## config.mk

```make
export PLATFORM = sky130hd
export DESIGN_NAME = motor_drive_control
export DESIGN_NICKNAME = d
export VERILOG_FILES = /design/src/rtl/motor_drive_control.sv
export SDC_FILE = /design/constraint.sdc
export NUM_CORES = 1
export LEC_CHECK = 0
export CAP_MARGIN = 10
export CORE_ASPECT_RATIO = 1.1
export CORE_MARGIN = 2
export CORE_UTILIZATION = 55
export CTS_CLUSTER_DIAMETER = 80
export DETAILED_ROUTE_END_ITERATION = 10
export GPL_TIMING_DRIVEN = 0
export PLACE_DENSITY = 0.78
export SLEW_MARGIN = 20
export SYNTH_ARGS = -nofsm -noshare
export SYNTH_HDL_FRONTEND = slang
export SYNTH_SLANG_ARGS = --single-unit
```

## constraint.sdc

```tcl
create_clock -name clk -period 5.7 [get_ports clk]
set_clock_uncertainty 0.2 [all_clocks]
set_input_delay 1.14 -clock clk [delete_from_list [all_inputs] [get_ports clk]]
set_output_delay 1.14 -clock clk [all_outputs]
set_load 0.05 [all_outputs]
```

## src/rtl/motor_drive_control.sv

```systemverilog
// motor_drive_control
//   Drives the left/right motor H-bridges from the 4-bit direction command of
//   the line-sensor stage.  Provides a soft-start duty ramp, timed in-place
//   pivots for ninety-degree turns, and an immediate stop.
//
//   Ports
//     clk           system clock (50 MHz)
//     rst_n         asynchronous active-low reset
//     DIR[3:0]      command: [3:2] 00 proceed / 01 left / 10 right / 11 stop,
//                            [1:0] 01 veer / 10 hard / 11 ninety
//     enable        master run enable, low behaves as STOP
//     pwm_l/pwm_r   motor PWM outputs
//     dir_l/dir_r   motor direction, 1 = forward
//     brake         high while stopped
//     pivot_active  high while pivoting
//     duty_l/duty_r current duty values
//
//   state   | meaning
//   --------+--------------------------------------------------------------
//   STOPPED | brake on, duties held at 0, both wheels forward
//   RUN     | brake off, duties ramp toward the decoded targets
//   PIVOT   | timed in-place turn, inner wheel reversed, both at PIVOT_DUTY
module motor_drive_control #(
    parameter int PWM_BITS     = 8,
    parameter int FULL_DUTY    = 200,
    parameter int VEER_DUTY    = 120,
    parameter int PIVOT_DUTY   = 160,
    parameter int RAMP_STEP    = 4,
    parameter int RAMP_DIV     = 50_000,
    parameter int PIVOT_CYCLES = 25_000_000
) (
    input  logic                clk,
    input  logic                rst_n,
    input  logic [3:0]          DIR,
    input  logic                enable,
    output logic                pwm_l,
    output logic                pwm_r,
    output logic                dir_l,
    output logic                dir_r,
    output logic                brake,
    output logic                pivot_active,
    output logic [PWM_BITS-1:0] duty_l,
    output logic [PWM_BITS-1:0] duty_r
);

    localparam int PRE_W = (RAMP_DIV > 1) ? $clog2(RAMP_DIV) : 1;
    localparam int TMR_W = (PIVOT_CYCLES > 1) ? $clog2(PIVOT_CYCLES) : 1;

    localparam logic [PRE_W-1:0]    PRE_LAST = PRE_W'(RAMP_DIV - 1);
    localparam logic [TMR_W-1:0]    TMR_LAST = TMR_W'(PIVOT_CYCLES - 1);
    localparam logic [PWM_BITS-1:0] D_FULL   = PWM_BITS'(FULL_DUTY);
    localparam logic [PWM_BITS-1:0] D_VEER   = PWM_BITS'(VEER_DUTY);
    localparam logic [PWM_BITS-1:0] D_PIVOT  = PWM_BITS'(PIVOT_DUTY);
    localparam logic [PWM_BITS-1:0] D_STEP   = PWM_BITS'(RAMP_STEP);

    localparam logic [1:0] ST_STOPPED = 2'd0;
    localparam logic [1:0] ST_RUN     = 2'd1;
    localparam logic [1:0] ST_PIVOT   = 2'd2;

    // Input capture
    logic [3:0]          dir_q;
    logic                en_q;

    // Control state
    logic [1:0]          state_q, state_d;
    logic                armed_q, armed_d;
    logic                side_q, side_d;        // 1 = pivoting right
    logic [TMR_W-1:0]    tmr_q, tmr_d;
    logic [PRE_W-1:0]    pre_q, pre_d;
    logic [PWM_BITS-1:0] drv_l_q, drv_l_d;      // last drive-code targets
    logic [PWM_BITS-1:0] drv_r_q, drv_r_d;

    // Datapath
    logic [PWM_BITS-1:0] duty_l_q, duty_l_d;
    logic [PWM_BITS-1:0] duty_r_q, duty_r_d;
    logic                dir_l_q, dir_l_d;
    logic                dir_r_q, dir_r_d;
    logic [PWM_BITS-1:0] pwm_cnt_q;
    logic                pwm_l_q, pwm_r_q;

    // Decode
    logic                cmd_drive, cmd_nl, cmd_nr, cmd_ninety, halt;
    logic [PWM_BITS-1:0] dec_l, dec_r;
    logic [PWM_BITS-1:0] tgt_l, tgt_r;
    logic                ramp_tick;
    logic                force0;

    // Never overshoots the target and never wraps: the step is clipped to the
    // remaining gap, and a lowered target is taken at once.
    function automatic logic [PWM_BITS-1:0] ramp_next(
        input logic [PWM_BITS-1:0] cur,
        input logic [PWM_BITS-1:0] tgt,
        input logic                tick,
        input logic                zero
    );
        logic [PWM_BITS-1:0] gap;
        logic [PWM_BITS-1:0] res;
        gap = tgt - cur;
        res = cur;
        if (zero) begin
            res = '0;
        end else if (cur > tgt) begin
            res = tgt;
        end else if (tick && (cur < tgt)) begin
            res = (gap < D_STEP) ? tgt : cur + D_STEP;
        end
        return res;
    endfunction

    always_comb begin
        cmd_drive = 1'b0;
        cmd_nl    = 1'b0;
        cmd_nr    = 1'b0;
        dec_l     = '0;
        dec_r     = '0;
        case (dir_q)
            4'b0000: begin cmd_drive = 1'b1; dec_l = D_FULL; dec_r = D_FULL; end
            4'b0101: begin cmd_drive = 1'b1; dec_l = D_VEER; dec_r = D_FULL; end
            4'b0110: begin cmd_drive = 1'b1; dec_l = '0;     dec_r = D_FULL; end
            4'b1001: begin cmd_drive = 1'b1; dec_l = D_FULL; dec_r = D_VEER; end
            4'b1010: begin cmd_drive = 1'b1; dec_l = D_FULL; dec_r = '0;     end
            4'b0111: cmd_nl = 1'b1;
            4'b1011: cmd_nr = 1'b1;
            default: ;
        endcase
    end

    assign cmd_ninety = cmd_nl | cmd_nr;
    // Anything that is neither a drive nor a ninety code counts as STOP.
    assign halt       = !en_q || !(cmd_drive || cmd_ninety);
    assign ramp_tick  = (pre_q == PRE_LAST);
    assign pre_d      = ramp_tick ? '0 : pre_q + PRE_W'(1);
    assign drv_l_d    = cmd_drive ? dec_l : drv_l_q;
    assign drv_r_d    = cmd_drive ? dec_r : drv_r_q;

    always_comb begin
        state_d = state_q;
        side_d  = side_q;
        case (state_q)
            ST_STOPPED: begin
                if (!halt && cmd_drive) begin
                    state_d = ST_RUN;
                end else if (!halt && cmd_ninety && armed_q) begin
                    state_d = ST_PIVOT;
                    side_d  = cmd_nr;
                end
            end
            ST_RUN: begin
                if (halt) begin
                    state_d = ST_STOPPED;
                end else if (cmd_ninety && armed_q) begin
                    state_d = ST_PIVOT;
                    side_d  = cmd_nr;
                end
            end
            ST_PIVOT: begin
                if (halt) begin
                    state_d = ST_STOPPED;
                end else if (tmr_q == TMR_LAST) begin
                    state_d = ST_RUN;
                end
            end
            default: state_d = ST_STOPPED;
        endcase
    end

    // Every edge that enters or leaves a pivot, or stops, zeroes both duties;
    // these are the only edges on which a direction bit may change.
    always_comb begin
        force0 = (state_d == ST_STOPPED)
              || ((state_d == ST_PIVOT) && (state_q != ST_PIVOT))
              || ((state_d == ST_RUN) && (state_q == ST_PIVOT));

        tgt_l   = '0;
        tgt_r   = '0;
        dir_l_d = 1'b1;
        dir_r_d = 1'b1;
        case (state_d)
            ST_RUN: begin
                // A held ninety code that can no longer pivot keeps the last
                // drive targets.
                tgt_l = cmd_drive ? dec_l : drv_l_q;
                tgt_r = cmd_drive ? dec_r : drv_r_q;
            end
            ST_PIVOT: begin
                tgt_l   = D_PIVOT;
                tgt_r   = D_PIVOT;
                dir_l_d = side_d;
                dir_r_d = !side_d;
            end
            default: ;
        endcase

        duty_l_d = ramp_next(duty_l_q, tgt_l, ramp_tick, force0);
        duty_r_d = ramp_next(duty_r_q, tgt_r, ramp_tick, force0);

        tmr_d = '0;
        if ((state_q == ST_PIVOT) && (state_d == ST_PIVOT)) begin
            tmr_d = tmr_q + TMR_W'(1);
        end

        armed_d = armed_q;
        if ((state_d == ST_PIVOT) && (state_q != ST_PIVOT)) begin
            armed_d = 1'b0;
        end else if (!cmd_ninety) begin
            armed_d = 1'b1;
        end
    end

    always_ff @(posedge clk or negedge rst_n) begin
        if (!rst_n) begin
            dir_q     <= 4'b0000;
            en_q      <= 1'b0;
            state_q   <= ST_STOPPED;
            armed_q   <= 1'b1;
            side_q    <= 1'b0;
            tmr_q     <= '0;
            pre_q     <= '0;
            drv_l_q   <= D_FULL;
            drv_r_q   <= D_FULL;
            duty_l_q  <= '0;
            duty_r_q  <= '0;
            dir_l_q   <= 1'b1;
            dir_r_q   <= 1'b1;
            pwm_cnt_q <= '0;
            pwm_l_q   <= 1'b0;
            pwm_r_q   <= 1'b0;
        end else begin
            dir_q     <= DIR;
            en_q      <= enable;
            state_q   <= state_d;
            armed_q   <= armed_d;
            side_q    <= side_d;
            tmr_q     <= tmr_d;
            pre_q     <= pre_d;
            drv_l_q   <= drv_l_d;
            drv_r_q   <= drv_r_d;
            duty_l_q  <= duty_l_d;
            duty_r_q  <= duty_r_d;
            dir_l_q   <= dir_l_d;
            dir_r_q   <= dir_r_d;
            pwm_cnt_q <= pwm_cnt_q + PWM_BITS'(1);
            pwm_l_q   <= (pwm_cnt_q < duty_l_q);
            pwm_r_q   <= (pwm_cnt_q < duty_r_q);
        end
    end

    assign pwm_l        = pwm_l_q;
    assign pwm_r        = pwm_r_q;
    assign dir_l        = dir_l_q;
    assign dir_r        = dir_r_q;
    assign duty_l       = duty_l_q;
    assign duty_r       = duty_r_q;
    assign brake        = (state_q == ST_STOPPED);
    assign pivot_active = (state_q == ST_PIVOT);

endmodule

```

Yosys cells after proc, flatten, opt, wreduce, memory -nomap -nowiden

Index checks and enable logic that the tools add are counted.
W data, S select, Z words.

Bits in latches: 0
Bits in read-only memories: 0
Flip-flop bits (word level): 94
Memory bits (writable): 0
Output and inout port bits: 22
Memories kept: 0

$add $sub $neg: 7
Bitwise operators: 1
Magnitude comparators: 8
Muxes and demuxes: 35
Equality and inequality tests: 14
$mul: 0
Shifts and indexed selects: 0
Reduce and logical (&&, ||, !) cells: 25
Divide/modulo/power cells: 0

Operator list:

| operator                | number |
|---|---|
| $mux W8                 | 10 |
| $pmux W8 S2             | 4 |
| $lt A8 B8 Y1            | 4 |
| $add A25 B1 Y25 const B | 1 |
| $eq A25 B25 Y1 const B  | 1 |
| $mux W25                | 1 |
| $add A16 B1 Y16 const B | 1 |
| $add A8 B3 Y8 const B   | 2 |
| $eq A16 B16 Y1 const B  | 1 |
| $gt A8 B8 Y1            | 2 |
| $lt A8 B3 Y1 const B    | 2 |
| $mux W16                | 1 |
| $sub A8 B8 Y8           | 2 |
| $eq A4 B3 Y1 const B    | 3 |
| $eq A4 B4 Y1 const B    | 3 |
| $mux W2                 | 6 |
| $mux W1                 | 11 |
| $logic_and A1 B1 Y1     | 9 |
| $add A8 B1 Y8 const B   | 1 |
| $pmux W2 S3             | 1 |
| $reduce_bool A3 Y1      | 2 |
| $reduce_or A3 Y1        | 2 |
| $reduce_or A5 Y1        | 1 |
| $eq A2 B1 Y1 const B    | 2 |
| other kinds (9)         | 17 |

Longest topological paths before layout

Gate-level depths: netlist (run 1).

Depth in word-level cells: 20
Depth in mapped cells: 22
Depth with buffers taken out: 20

Worst setup path after synthesis (run 1)

Ideal clock, no wire load.

Path type: register to register
From: register state_q[0]
To: register duty_r_q[0] (netlist: duty_r[0])
Data required time: 5429 ps
Library setup time: 71 ps
Stages on the path, launching flop included: 16
Path buffers: 1
Slack: 1378 ps
Data arrival time: 4051 ps
Period minus slack after synthesis: 4322 ps
Path through: dfrtp_1 > nor2b_1 > nand2b_1 > o21a_1 > ha_1 > clkbuf_1 > and2_1 > ha_1 > a211oi_1 > a21boi_0 > a31oi_1 > nand4_1 > a21oi_1 > a21o_1 > mux2_2 > nor2_1

RTL lines:

| item                                                | line          | text |
|---|---|---|
| start, declared                                     | 65            | `logic [1:0] state_q, state_d;` |
| start signal, assigned                              | 231           | `state_q <= state_d;` |
| $eq A2 B2 Y1 *                                      | -             |  |
| named net pivot_active                              | 41            | `output logic pivot_active,` |
| $pmux W2 S3                                         | 139           | `case (state_q)` |
| $eq A2 B2 Y1 / $eq A2 B1 Y1 (equally long branches) | 171, 178, 172 |  |
| $pmux W8 S2                                         | 178           | `case (state_d)` |
| $sub A8 B8 Y8                                       | 98            | `gap = tgt - cur;` |
| $lt A8 B3 Y1                                        | 105           | `res = (gap < D_STEP) ? tgt : cur + D_STEP;` |
| $mux W8                                             | 105           |  |
| $mux W8                                             | 104           | `end else if (tick && (cur < tgt)) begin` |
| $mux W8                                             | 102           | `end else if (cur > tgt) begin` |
| $mux W8                                             | 100           | `if (zero) begin` |
| end signal, assigned                                | 239           | `duty_r_q <= duty_r_d;` |
| end, declared                                       | 75            | `logic [PWM_BITS-1:0] duty_r_q, duty_r_d;` |

Mark *: on every way through the listed nets, which the timed path passes. The rest lies on a longest branch. The select of a mux whose other input is x is not followed.
A chain may end at the register's enable or synchronous reset.

Worst setup path in the final report (run 1)

From: register dir_q[0]
To: register duty_r_q[0] (netlist: duty_r[0])

Longest elaborated chain between the ends: 20

RTL lines:

| item                                                         | line          | text |
|---|---|---|
| start, declared                                              | 61            | `logic [3:0] dir_q;` |
| start signal, assigned                                       | 212           | `dir_q <= 4'b0000;` |
| start signal, assigned                                       | 229           | `dir_q <= DIR;` |
| $eq A4 B4 Y1, or another cell as far along                   | 116           | `case (dir_q)` |
| $reduce_or A5 Y1 (no line) / $mux W1 (equally long branches) | -             |  |
| $mux W1 / $or A1 B1 Y1 (equally long branches)               | 116, 128      |  |
| $logic_or A1 B1 Y1                                           | 130           | `assign halt = !en_q \|\| !(cmd_drive \|\| cmd_ninety);` |
| $logic_not A1 Y1                                             | 130           |  |
| $logic_or A1 B1 Y1                                           | 130           |  |
| $logic_not A1 Y1                                             | 141, 143      |  |
| $logic_and A1 B1 Y1 (2 in a row)                             | 143           | `end else if (!halt && cmd_ninety && armed_q) begin` |
| [... 3 more ...]                                             | -             |  |
| named net state_d[0]                                         | 65            |  |
| $eq A2 B2 Y1 / $eq A2 B1 Y1 (equally long branches)          | 171, 178, 172 |  |
| $pmux W8 S2                                                  | 178           |  |
| $sub A8 B8 Y8                                                | 98            |  |
| $lt A8 B3 Y1                                                 | 105           |  |
| $mux W8                                                      | 105           |  |
| $mux W8                                                      | 104           |  |
| $mux W8                                                      | 102           |  |
| $mux W8                                                      | 100           |  |

Marks and branches as above.

==> results of run 1 <==
## critical path, delay by kind of cell, from the launching register on
kind / cells / cell delay [ns]
and+or+nand+nor: 7 / 1.29
adders and majority gates: 2 / 0.59
buffers and inverters: 2 / 0.43
DFF: 1 / 0.36
AOI/OAI and AO/OA: 9 / 1.75
muxes: 1 / 0.37
## through the flow
| stage | util, % | area, sq um |
|---|---|---|
| 3_5_place_dp | 61.91 | 5847 |
| 4_1_cts | 63.98 | 6042 |
| 2_1_floorplan | - | 5391 |
| 6_report | 63.99 | 6043 |
| 3_3_place_gp | 61.61 | 5818 |
| 5_1_grt | 63.99 | 6043 |
## kinds of logic (layout without fill, tap and decap cells)
family / after synthesis / count (layout) / synth area share (%)
muxes: 6 / 6 / 1.137
buffers and inverters: 38 / 83 / 2.831
xor gates and xnor gates: 39 / 39 / 6.335
AOI/OAI and AO/OA: 121 / 121 / 15.36
and+or+nand+nor: 233 / 233 / 21.91
adders and majority gates: 37 / 37 / 8.587
DFF: 94 / 94 / 43.84
## final cells by class
cell class	instances	area (sq um)	area share [%]
multi-input combinational	436	2875	47.58
clock inverter	3	46.29	0.7660
inverter	25	93.84	1.553
buffer	13	60.06	0.9938
tap	117	146.4	2.422
clock buffer	13	148.9	2.464
timing repair buffer	29	309.0	5.114
sequential	94	2364	39.11
## layer usage
metal	global-route usage, %	up-vias
li1	-	2092
met1	29.98	2068
met2	37.07	102
met3	3.312	18
met4	10.47	0
met5	0	-
## final timing paths
path                       startpoint  slack [ns]    endpoint
max                          dir_q[0]        0.64   duty_r[0]
min                          pre_q[0]        0.26    pre_q[0]
min in group asynchronous       rst_n        0.42    tmr_q[2]
max in group asynchronous       rst_n        4.25  drv_l_q[3]
max reg2reg                  dir_q[0]        0.64   duty_r[0]
min reg2reg                  pre_q[0]        0.26    pre_q[0]
## registers in the layout (all words and copies together) (netlist names)
name / count
state_q: 2
drv_l_q: 8
drv_r_q: 8
tmr_q: 25
pwm_cnt_q: 8
dir_r: 1
dir_q: 4
duty_r: 8
pwm_r: 1
duty_l: 8
pre_q: 16
dir_l: 1
en_q: 1
side_q: 1
armed_q: 1
pwm_l: 1
## power groups by stage
| stage | clock network (W) | logic [W] | registers [W] |
|---|---|---|---|
| floorplan | 0 | 0.0000615 | 0.000702 |
| global placement | 0 | 0.0000955 | 0.000700 |
| detailed placement | 0 | 0.000101 | 0.000701 |
| CTS | 0.000461 | 0.000101 | 0.000687 |
| global route | 0.000483 | 0.000113 | 0.000689 |
| finish | 0.000450 | 0.000101 | 0.000687 |
## placed cells by master, fill, tap and decap left out, drive strengths merged, types with 5 or more instances in the layout
master	n
nor4	5
buf	8
ha	37
or2	6
dfstp	9
and3	13
nor3	9
dfrtp	85
nand2	43
nand4	10
nand3	22
clkbuf	20
mux2i	5
nand2b	7
a21oi	32
a31oi	9
a21o	12
or3	10
clkdlybuf4s50	27
a211oi	13
and2	17
nor2	66
o21ai	21
inv	25
xnor2	16
xor2	23
nor2b	13
==> metrics.json, run 1 <==
{
  "run_status": {"value": "finished, final reports clean"},
  "antenna_left": {"value": 0},
  "detail_route.iter0.violations": {"value": 232},
  "met3_wirelength": {"value": 397, "unit": "microns"},
  "vdd_ir_drop_max": {"value": 0.1490, "unit": "mV"},
  "synth_enable_flop_cells": {"value": 0},
  "fin_tns_setup": {"value": 0, "unit": "ns"},
  "route.layer.met1.wl": {"value": 5.171, "unit": "mm"},
  "netlist_top_cells_area": {"value": "sky130_fd_sc_hd__dfrtp_1 39%, sky130_fd_sc_hd__ha_1 8.6%, sky130_fd_sc_hd__nor2_1 4.6%"},
  "floorplan.die_area": {"value": 0.01061, "unit": "sq mm"},
  "arrival": {"value": 5.18, "unit": "ns"},
  "layout.nets": {"value": 652},
  "share_clk_of_total_power": {"value": 36.3, "unit": "%"},
  "timing.max_slew.rel_slack": {"value": 63.37, "unit": "%"},
  "timing.final.setup_violations": {"value": 0},
  "num_io_pins": {"value": 29},
  "routed_wirelength": {"value": 11.28, "unit": "mm"},
  "cp-start-kind": {"value": "flop"},
  "postSynth.topFlopCell": {"value": "sky130_fd_sc_hd__dfrtp_1"},
  "n_antenna_cell": {"value": 0},
  "postCtsSetupBuffers": {"value": 0},
  "synthDominantCellAreaShare": {"value": 39.45, "unit": "%"},
  "cts.sink_count": {"value": 94},
  "synthDistinctLibCells": {"value": 60},
  "worst_margin_pin_slew": {"value": 0.5477, "unit": "ns"},
  "holdBufCountCts": {"value": 0},
  "combPwrFrac": {"value": 8.2, "unit": "%"},
  "detail_route.wl_per_cell": {"value": 15.46, "unit": "microns"},
  "detailed_place_hpwl": {"value": 8.397, "unit": "mm"},
  "timing.final.crit_period": {"value": 5.061, "unit": "ns"},
  "port-buffer-count": {"value": 28},
  "maxCapViolations": {"value": 0},
  "cellLeakagePower": {"value": 2.581, "unit": "nW"},
  "fin_total_pwr": {"value": 0.001239, "unit": "W"},
  "crit_path_max_incr_delay": {"value": 0.37, "unit": "ns"},
  "path_max_fanout": {"value": 10},
  "clock_path_buffers": {"value": 2},
  "floorplan.initialDensity": {"value": 57.09, "unit": "%"},
  "power-per-cell-area": {"value": 205.0, "unit": "mW/mm^2"},
  "tritoncts.num_buffers": {"value": 9},
  "final.setup.worst_slack": {"value": 0.6395, "unit": "ns"},
  "unrepaired_setup_endpoints_after_global_routing": {"value": "no"},
  "timing.final.hold_violations": {"value": 0},
  "cts_resized": {"value": 0},
  "wl_met2": {"value": 5.448, "unit": "mm"},
  "fin_crit_sh": {"value": 88.78, "unit": "%"},
  "hold_depth": {"value": 1},
  "globalRoute.totalOverflow": {"value": 0},
  "global_route.usage.total": {"value": 22.71, "unit": "%"},
  "endpoint_kind": {"value": "flop"},
  "critical_path.cell_chain": {"value": "buf_2 -> nor2b_1 -> o22a_1 -> a31oi_1 -> nor3b_1 -> a21oi_1 -> nor2_1 -> a21oi_1 -> nor2_1 -> ha_1 -> clkbuf_2 -> and2_1 -> ha_1 -> a211oi_1 -> a21boi_0 -> a31oi_1 -> nand4_1 -> a21oi_1 -> a21o_1 -> mux2_2 -> nor2_1"},
  "layout-drive-gt1-share": {"value": 7.341, "unit": "%"},
  "critical_path_class": {"value": "reg -> reg"},
  "share_of_synthesized_area_occupied_by_flip_flops_and_latches": {"value": 43.84, "unit": "%"},
  "die_height": {"value": 107.8, "unit": "microns"},
  "share_seq_of_total_power": {"value": 55.5, "unit": "%"},
  "route.detailed.vias_per_inst": {"value": 5.863},
  "dpl.cell_count": {"value": 714},
  "slew_viol_final": {"value": 0},
  "clock_insertion_delay_worst_skew": {"value": 0.39, "unit": "ns"},
  "internal_power": {"value": 0.0009345, "unit": "W"},
  "area.growth.synth_to_final": {"value": 12.09, "unit": "%"},
  "synth_area": {"value": 0.005391, "unit": "sq mm"},
  "first_global_vias": {"value": 4167},
  "clk_pin_slew_worst_paths": {"value": 0.09, "unit": "ns"},
  "dr.pass1.iters": {"value": 4},
  "n_fill_cell": {"value": 773},
  "number_of_antenna_violations_at_the_first_check_in_global_routing": {"value": 0},
  "pin_count_of_the_biggest_net_entering_global_routing": {"value": 65},
  "synth-async-reset-ratio": {"value": 100.0, "unit": "%"},
  "weighted_congestion_reported_at_the_end_of_routability_driven_placement": {"value": 0.9027},
  "yosys-top-cells-count": {"value": "85 x sky130_fd_sc_hd__dfrtp_1, 66 x sky130_fd_sc_hd__nor2_1, 43 x sky130_fd_sc_hd__nand2_1"},
  "cts_htree_levels": {"value": 3},
  "std_cell_rows": {"value": 37},
  "synth_top_area_cell": {"value": "sky130_fd_sc_hd__dfrtp_1"},
  "clk_root_buffer_cell": {"value": "sky130_fd_sc_hd__clkbuf_8"},
  "r2r_cells": {"value": 21},
  "die_w": {"value": 98.40, "unit": "microns"},
  "core_area": {"value": 0.009444, "unit": "sq mm"},
  "routed_vias": {"value": 4280},
  "minimum_setup_slack_after_placement": {"value": 0.5557, "unit": "ns"},
  "synth_cells": {"value": 568},
  "finish.cell_count_without_fillers": {"value": 730},
  "swShare": {"value": 24.58, "unit": "%"},
  "synth.most_common_cell": {"value": "sky130_fd_sc_hd__dfrtp_1"},
  "route.top_layer_used": {"value": "met4"},
  "drc": {"value": 0},
  "grt_pass1_wl": {"value": 19.27, "unit": "mm"},
  "tritoncts": {"value": "done"},
  "worst_hold_margin": {"value": 0.2642, "unit": "ns"},
  "fmax": {"value": 197.6, "unit": "MHz"},
  "timing.critical_path.slowest_stage_cell": {"value": "sky130_fd_sc_hd__mux2_2"},
  "ys_warn_count": {"value": 0},
  "power_switching": {"value": 0.0003045, "unit": "W"},
  "flip_flop_and_latch_count_after_synthesis": {"value": 94},
  "worst-endpoint-required": {"value": 5.82, "unit": "ns"},
  "synth.avg_cell_area": {"value": 9.492, "unit": "sq um"},
  "hp-class": {"value": "reg -> reg"},
  "mappedNetlistNets": {"value": 612}
}
Power figures use the tool's default switching activity.
==> inputs of run 2 (changes only) <==
--- a/config.mk
+++ b/config.mk
@@ -11,8 +11,9 @@
 export CORE_UTILIZATION = 55
 export CTS_CLUSTER_DIAMETER = 80
 export DETAILED_ROUTE_END_ITERATION = 10
+export DONT_BUFFER_PORTS = 1
 export GPL_TIMING_DRIVEN = 0
-export PLACE_DENSITY = 0.78
+export PLACE_DENSITY = 0.74
 export SLEW_MARGIN = 20
 export SYNTH_ARGS = -nofsm -noshare
 export SYNTH_HDL_FRONTEND = slang
==> metrics.json, run 2 (same netlist as run 1, synthesis figures left out) <==
{
  "area.growth.synth_to_final": {"value": 6.591, "unit": "%", "change": "was 12.09%"},
  "cts_resized": {"value": 0, "change": "unchanged"},
  "worst_r2r_endpoint": {"value": "duty_r[0]", "change": "unchanged"},
  "holdBufCountCts": {"value": 0, "change": "unchanged"},
  "core_area": {"value": 0.009444, "unit": "sq mm", "change": "unchanged"},
  "detail_route.wl_per_cell": {"value": 15.90, "unit": "microns", "change": "was 15.46 microns"},
  "crit_family": {"value": "compound AO/OA/AOI/OAI gates", "change": "unchanged"},
  "floorplan.initialDensity": {"value": 57.09, "unit": "%", "change": "unchanged"},
  "largest-register": {"value": "tmr_q", "change": "unchanged"},
  "arrival": {"value": 5.25, "unit": "ns", "change": "was 5.18 ns"},
  "timing.final.hold_violations": {"value": 0, "change": "unchanged"},
  "cts_htree_levels": {"value": 3, "change": "unchanged"},
  "detailed_place_hpwl": {"value": 8.057, "unit": "mm", "change": "was 8.397 mm"},
  "reg_top3": {"value": "tmr_q x25, pre_q x16", "change": "unchanged"},
  "layout-drive-gt1-share": {"value": 7.877, "unit": "%", "change": "was 7.341%"},
  "rrSetupSlack": {"value": 0.56, "unit": "ns", "change": "was 0.64 ns"},
  "detail_route.iter0.violations": {"value": 242, "change": "was 232"},
  "drc": {"value": 0, "change": "unchanged"},
  "power-per-cell-area": {"value": 213.5, "unit": "mW/mm^2", "change": "was 205.0 mW/mm^2"},
  "postCtsSetupBuffers": {"value": 0, "change": "unchanged"},
  "antenna_left": {"value": 0, "change": "unchanged"},
  "postPlaceCellArea": {"value": 0.005540, "unit": "sq mm", "change": "was 0.005847 sq mm"},
  "worst_margin_pin_slew": {"value": 0.9036, "unit": "ns", "change": "was 0.5477 ns"},
  "fin_crit_sh": {"value": 90.26, "unit": "%", "change": "was 88.78%"},
  "num_io_pins": {"value": 29, "change": "unchanged"},
  "grt_pass1_wl": {"value": 19.39, "unit": "mm", "change": "was 19.27 mm"},
  "final_cell_mix": {"value": "85 x sky130_fd_sc_hd__dfrtp_1, 66 x sky130_fd_sc_hd__nor2_1, 43 x sky130_fd_sc_hd__nand2_1", "change": "unchanged"},
  "globalRoute.totalOverflow": {"value": 0, "change": "unchanged"},
  "cp-start-kind": {"value": "flop", "change": "unchanged"},
  "n_fill_cell": {"value": 795, "change": "was 773"},
  "critical_path.cell_chain": {"value": "buf_2 -> nor2b_1 -> o22a_1 -> a31oi_1 -> nor3b_1 -> a21oi_1 -> nor2_1 -> a21oi_1 -> nor2_1 -> ha_1 -> clkbuf_1 -> and2_1 -> ha_1 -> a211oi_1 -> a21boi_0 -> a31oi_1 -> nand4_1 -> a21oi_1 -> a21o_1 -> mux2_2 -> nor2_1", "change": "was buf_2 -> nor2b_1 -> o22a_1 -> a31oi_1 -> nor3b_1 -> a21oi_1 -> nor2_1 -> a21oi_1 -> nor2_1 -> ha_1 -> clkbuf_2 -> and2_1 -> ha_1 -> a211oi_1 -> a21boi_0 -> a31oi_1 -> nand4_1 -> a21oi_1 -> a21o_1 -> mux2_2 -> nor2_1"},
  "number_of_antenna_violations_at_the_first_check_in_global_routing": {"value": 0, "change": "unchanged"},
  "vdd_ir_drop_max": {"value": 0.1390, "unit": "mV", "change": "was 0.1490 mV"},
  "clk_root_buffer_cell": {"value": "sky130_fd_sc_hd__clkbuf_8", "change": "unchanged"},
  "clock_insertion_delay_worst_skew": {"value": 0.37, "unit": "ns", "change": "was 0.39 ns"},
  "number_of_buffers_and_inverters_on_the_critical_path": {"value": 2, "change": "unchanged"},
  "hp-class": {"value": "in -> async", "change": "was reg -> reg"},
  "critical_path_class": {"value": "reg -> reg", "change": "unchanged"},
  "endpoint_kind": {"value": "flop", "change": "unchanged"},
  "tritoncts.num_buffers": {"value": 9, "change": "unchanged"},
  "route.detailed.vias_per_inst": {"value": 5.970, "change": "was 5.863"},
  "first_global_vias": {"value": 4109, "change": "was 4167"},
  "r2r_cells": {"value": 21, "change": "unchanged"},
  "slew_viol_final": {"value": 0, "change": "unchanged"},
  "worst_hold_margin": {"value": 0.2543, "unit": "ns", "change": "was 0.2642 ns"},
  "layout.nets": {"value": 623, "change": "was 652"},
  "largest_reg_flops": {"value": 25, "change": "unchanged"},
  "cellLeakagePower": {"value": 2.472, "unit": "nW", "change": "was 2.581 nW"},
  "unrepaired_setup_endpoints_after_global_routing": {"value": "no", "change": "unchanged"},
  "port-buffer-count": {"value": 0, "change": "was 28"},
  "worst-endpoint-required": {"value": 5.80, "unit": "ns", "change": "was 5.82 ns"},
  "timing.max_slew.rel_slack": {"value": 39.54, "unit": "%", "change": "was 63.37%"},
  "pin_count_of_the_biggest_net_entering_global_routing": {"value": 95, "change": "was 65"},
  "weighted_congestion_reported_at_the_end_of_routability_driven_placement": {"value": 0.8583, "change": "was 0.9027"},
  "fin_tns_setup": {"value": 0, "unit": "ns", "change": "unchanged"},
  "utilization_after_layout": {"value": 60.85, "unit": "%", "change": "was 63.99%"},
  "cts.sink_count": {"value": 94, "change": "unchanged"},
  "timing.final.setup_violations": {"value": 0, "change": "unchanged"},
  "clock_path_buffers": {"value": 2, "change": "unchanged"},
  "crit_path_max_incr_delay": {"value": 0.39, "unit": "ns", "change": "was 0.37 ns"},
  "routed_wirelength": {"value": 11.14, "unit": "mm", "change": "was 11.28 mm"},
  "dpl.cell_count": {"value": 685, "change": "was 714"},
  "dr.pass1.iters": {"value": 5, "change": "was 4"},
  "post_route_cell_area": {"value": 0.005747, "unit": "sq mm", "change": "was 0.006043 sq mm"},
  "fmax": {"value": 194.4, "unit": "MHz", "change": "was 197.6 MHz"},
  "timing.critical_path.slowest_stage_cell": {"value": "sky130_fd_sc_hd__clkbuf_1", "change": "was sky130_fd_sc_hd__mux2_2"},
  "n_antenna_cell": {"value": 0, "change": "unchanged"},
  "die_w": {"value": 98.40, "unit": "microns", "change": "unchanged"},
  "tritoncts": {"value": "done", "change": "unchanged"},
  "worstReg2RegStart": {"value": "dir_q[0]", "change": "unchanged"},
  "die_height": {"value": 107.8, "unit": "microns", "change": "unchanged"},
  "floorplan.die_area": {"value": 0.01061, "unit": "sq mm", "change": "unchanged"},
  "timing.final.crit_period": {"value": 5.145, "unit": "ns", "change": "was 5.061 ns"},
  "std_cell_rows": {"value": 37, "change": "unchanged"},
  "maxCapViolations": {"value": 0, "change": "unchanged"},
  "layout.cells.most_common": {"value": "sky130_fd_sc_hd__dfrtp_1", "change": "unchanged"},
  "global_route.usage.total": {"value": 22.84, "unit": "%", "change": "was 22.71%"},
  "finish.cell_count_without_fillers": {"value": 701, "change": "was 730"},
  "clk_pin_slew_worst_paths": {"value": 0.09, "unit": "ns", "change": "about the same"},
  "path_max_fanout": {"value": 10, "change": "unchanged"},
  "routed_vias": {"value": 4185, "change": "was 4280"},
  "run_status": {"value": "finished, final reports clean", "change": "unchanged"}
}
## run 2: cell count changes in the layout (fill, tap and decap cells not counted), sizes merged
cell	previous run	this run
clkinv	1	2
inv	25	27
clkbuf	20	17
buf	8	6
clkdlybuf4s50	27	0
## run 2: metrics by stage
| step | total power (W) | setup WS (ns) |
|---|---|---|
| after detailed placement | 0.0007791 | 0.6103 |
| after global routing | 0.001275 | 0.05519 |
| final | 0.001227 | 0.5551 |
| after global placement | 0.0007764 | 0.7202 |
| after floorplan | 0.0007632 | 1.378 |
| after CTS | 0.001240 | 0.5442 |
## run 2: worst max-delay path by stage
| stage | from | to | slack [ns] | depth (start not counted) |
|---|---|---|---|---|
| floorplan | state_q[0] | duty_r[0] | 1.38 | 15 |
| global placement | dir_q[0] | duty_r[0] | 0.72 | 21 |
| detailed placement | dir_q[0] | duty_r[0] | 0.61 | 21 |
| CTS | dir_q[0] | duty_r[0] | 0.54 | 21 |
| global route | dir_q[1] | duty_r[0] | 0.06 | 21 |
| finish | dir_q[0] | duty_r[0] | 0.56 | 21 |
## run 2: layout make-up
type	count	area (sq um)	share of cell area [%]
buffer	13	58.81	1.023
clock buffer	10	137.6	2.395
sequential	94	2364	41.13
inverter	25	93.84	1.633
clock inverter	6	68.82	1.197
multi-input combinational	436	2878	50.08
tap	117	146.4	2.547
## run 2: power by group
| part | total (W) | switching [W] | internal [W] | leakage (nW) |
|---|---|---|---|---|
| combinational | 0.0000781 | 0.0000501 | 0.0000280 | 1.13 |
| clock | 0.000459 | 0.000241 | 0.000218 | 0.103 |
| sequential | 0.000690 | 0.00000702 | 0.000683 | 1.24 |
| total | 0.00123 | 0.000298 | 0.000928 | 2.47 |
## run 2: worst reg2reg max path: cells and delay by family (launching register included)
kind / cells / cell delay, ns
multiplexers: 1 / 0.37
adder cells (fa/ha/maj): 2 / 0.61
buffers and inverters: 2 / 0.59
flip-flops: 1 / 0.33
AO/OA/AOI/OAI: 9 / 1.64
AND/OR/NAND/NOR: 7 / 1.34
## run 2: routing by layer
metal	vias to the layer above	track usage, %	routed length [microns]	share of wire (%)
li1	2041	-	-	-
met1	2031	30.09	5025	45
met2	95	36.64	5217	47
met3	18	5.130	682	6.1
met4	0	9.295	218	2.0
met5	-	0	0	0
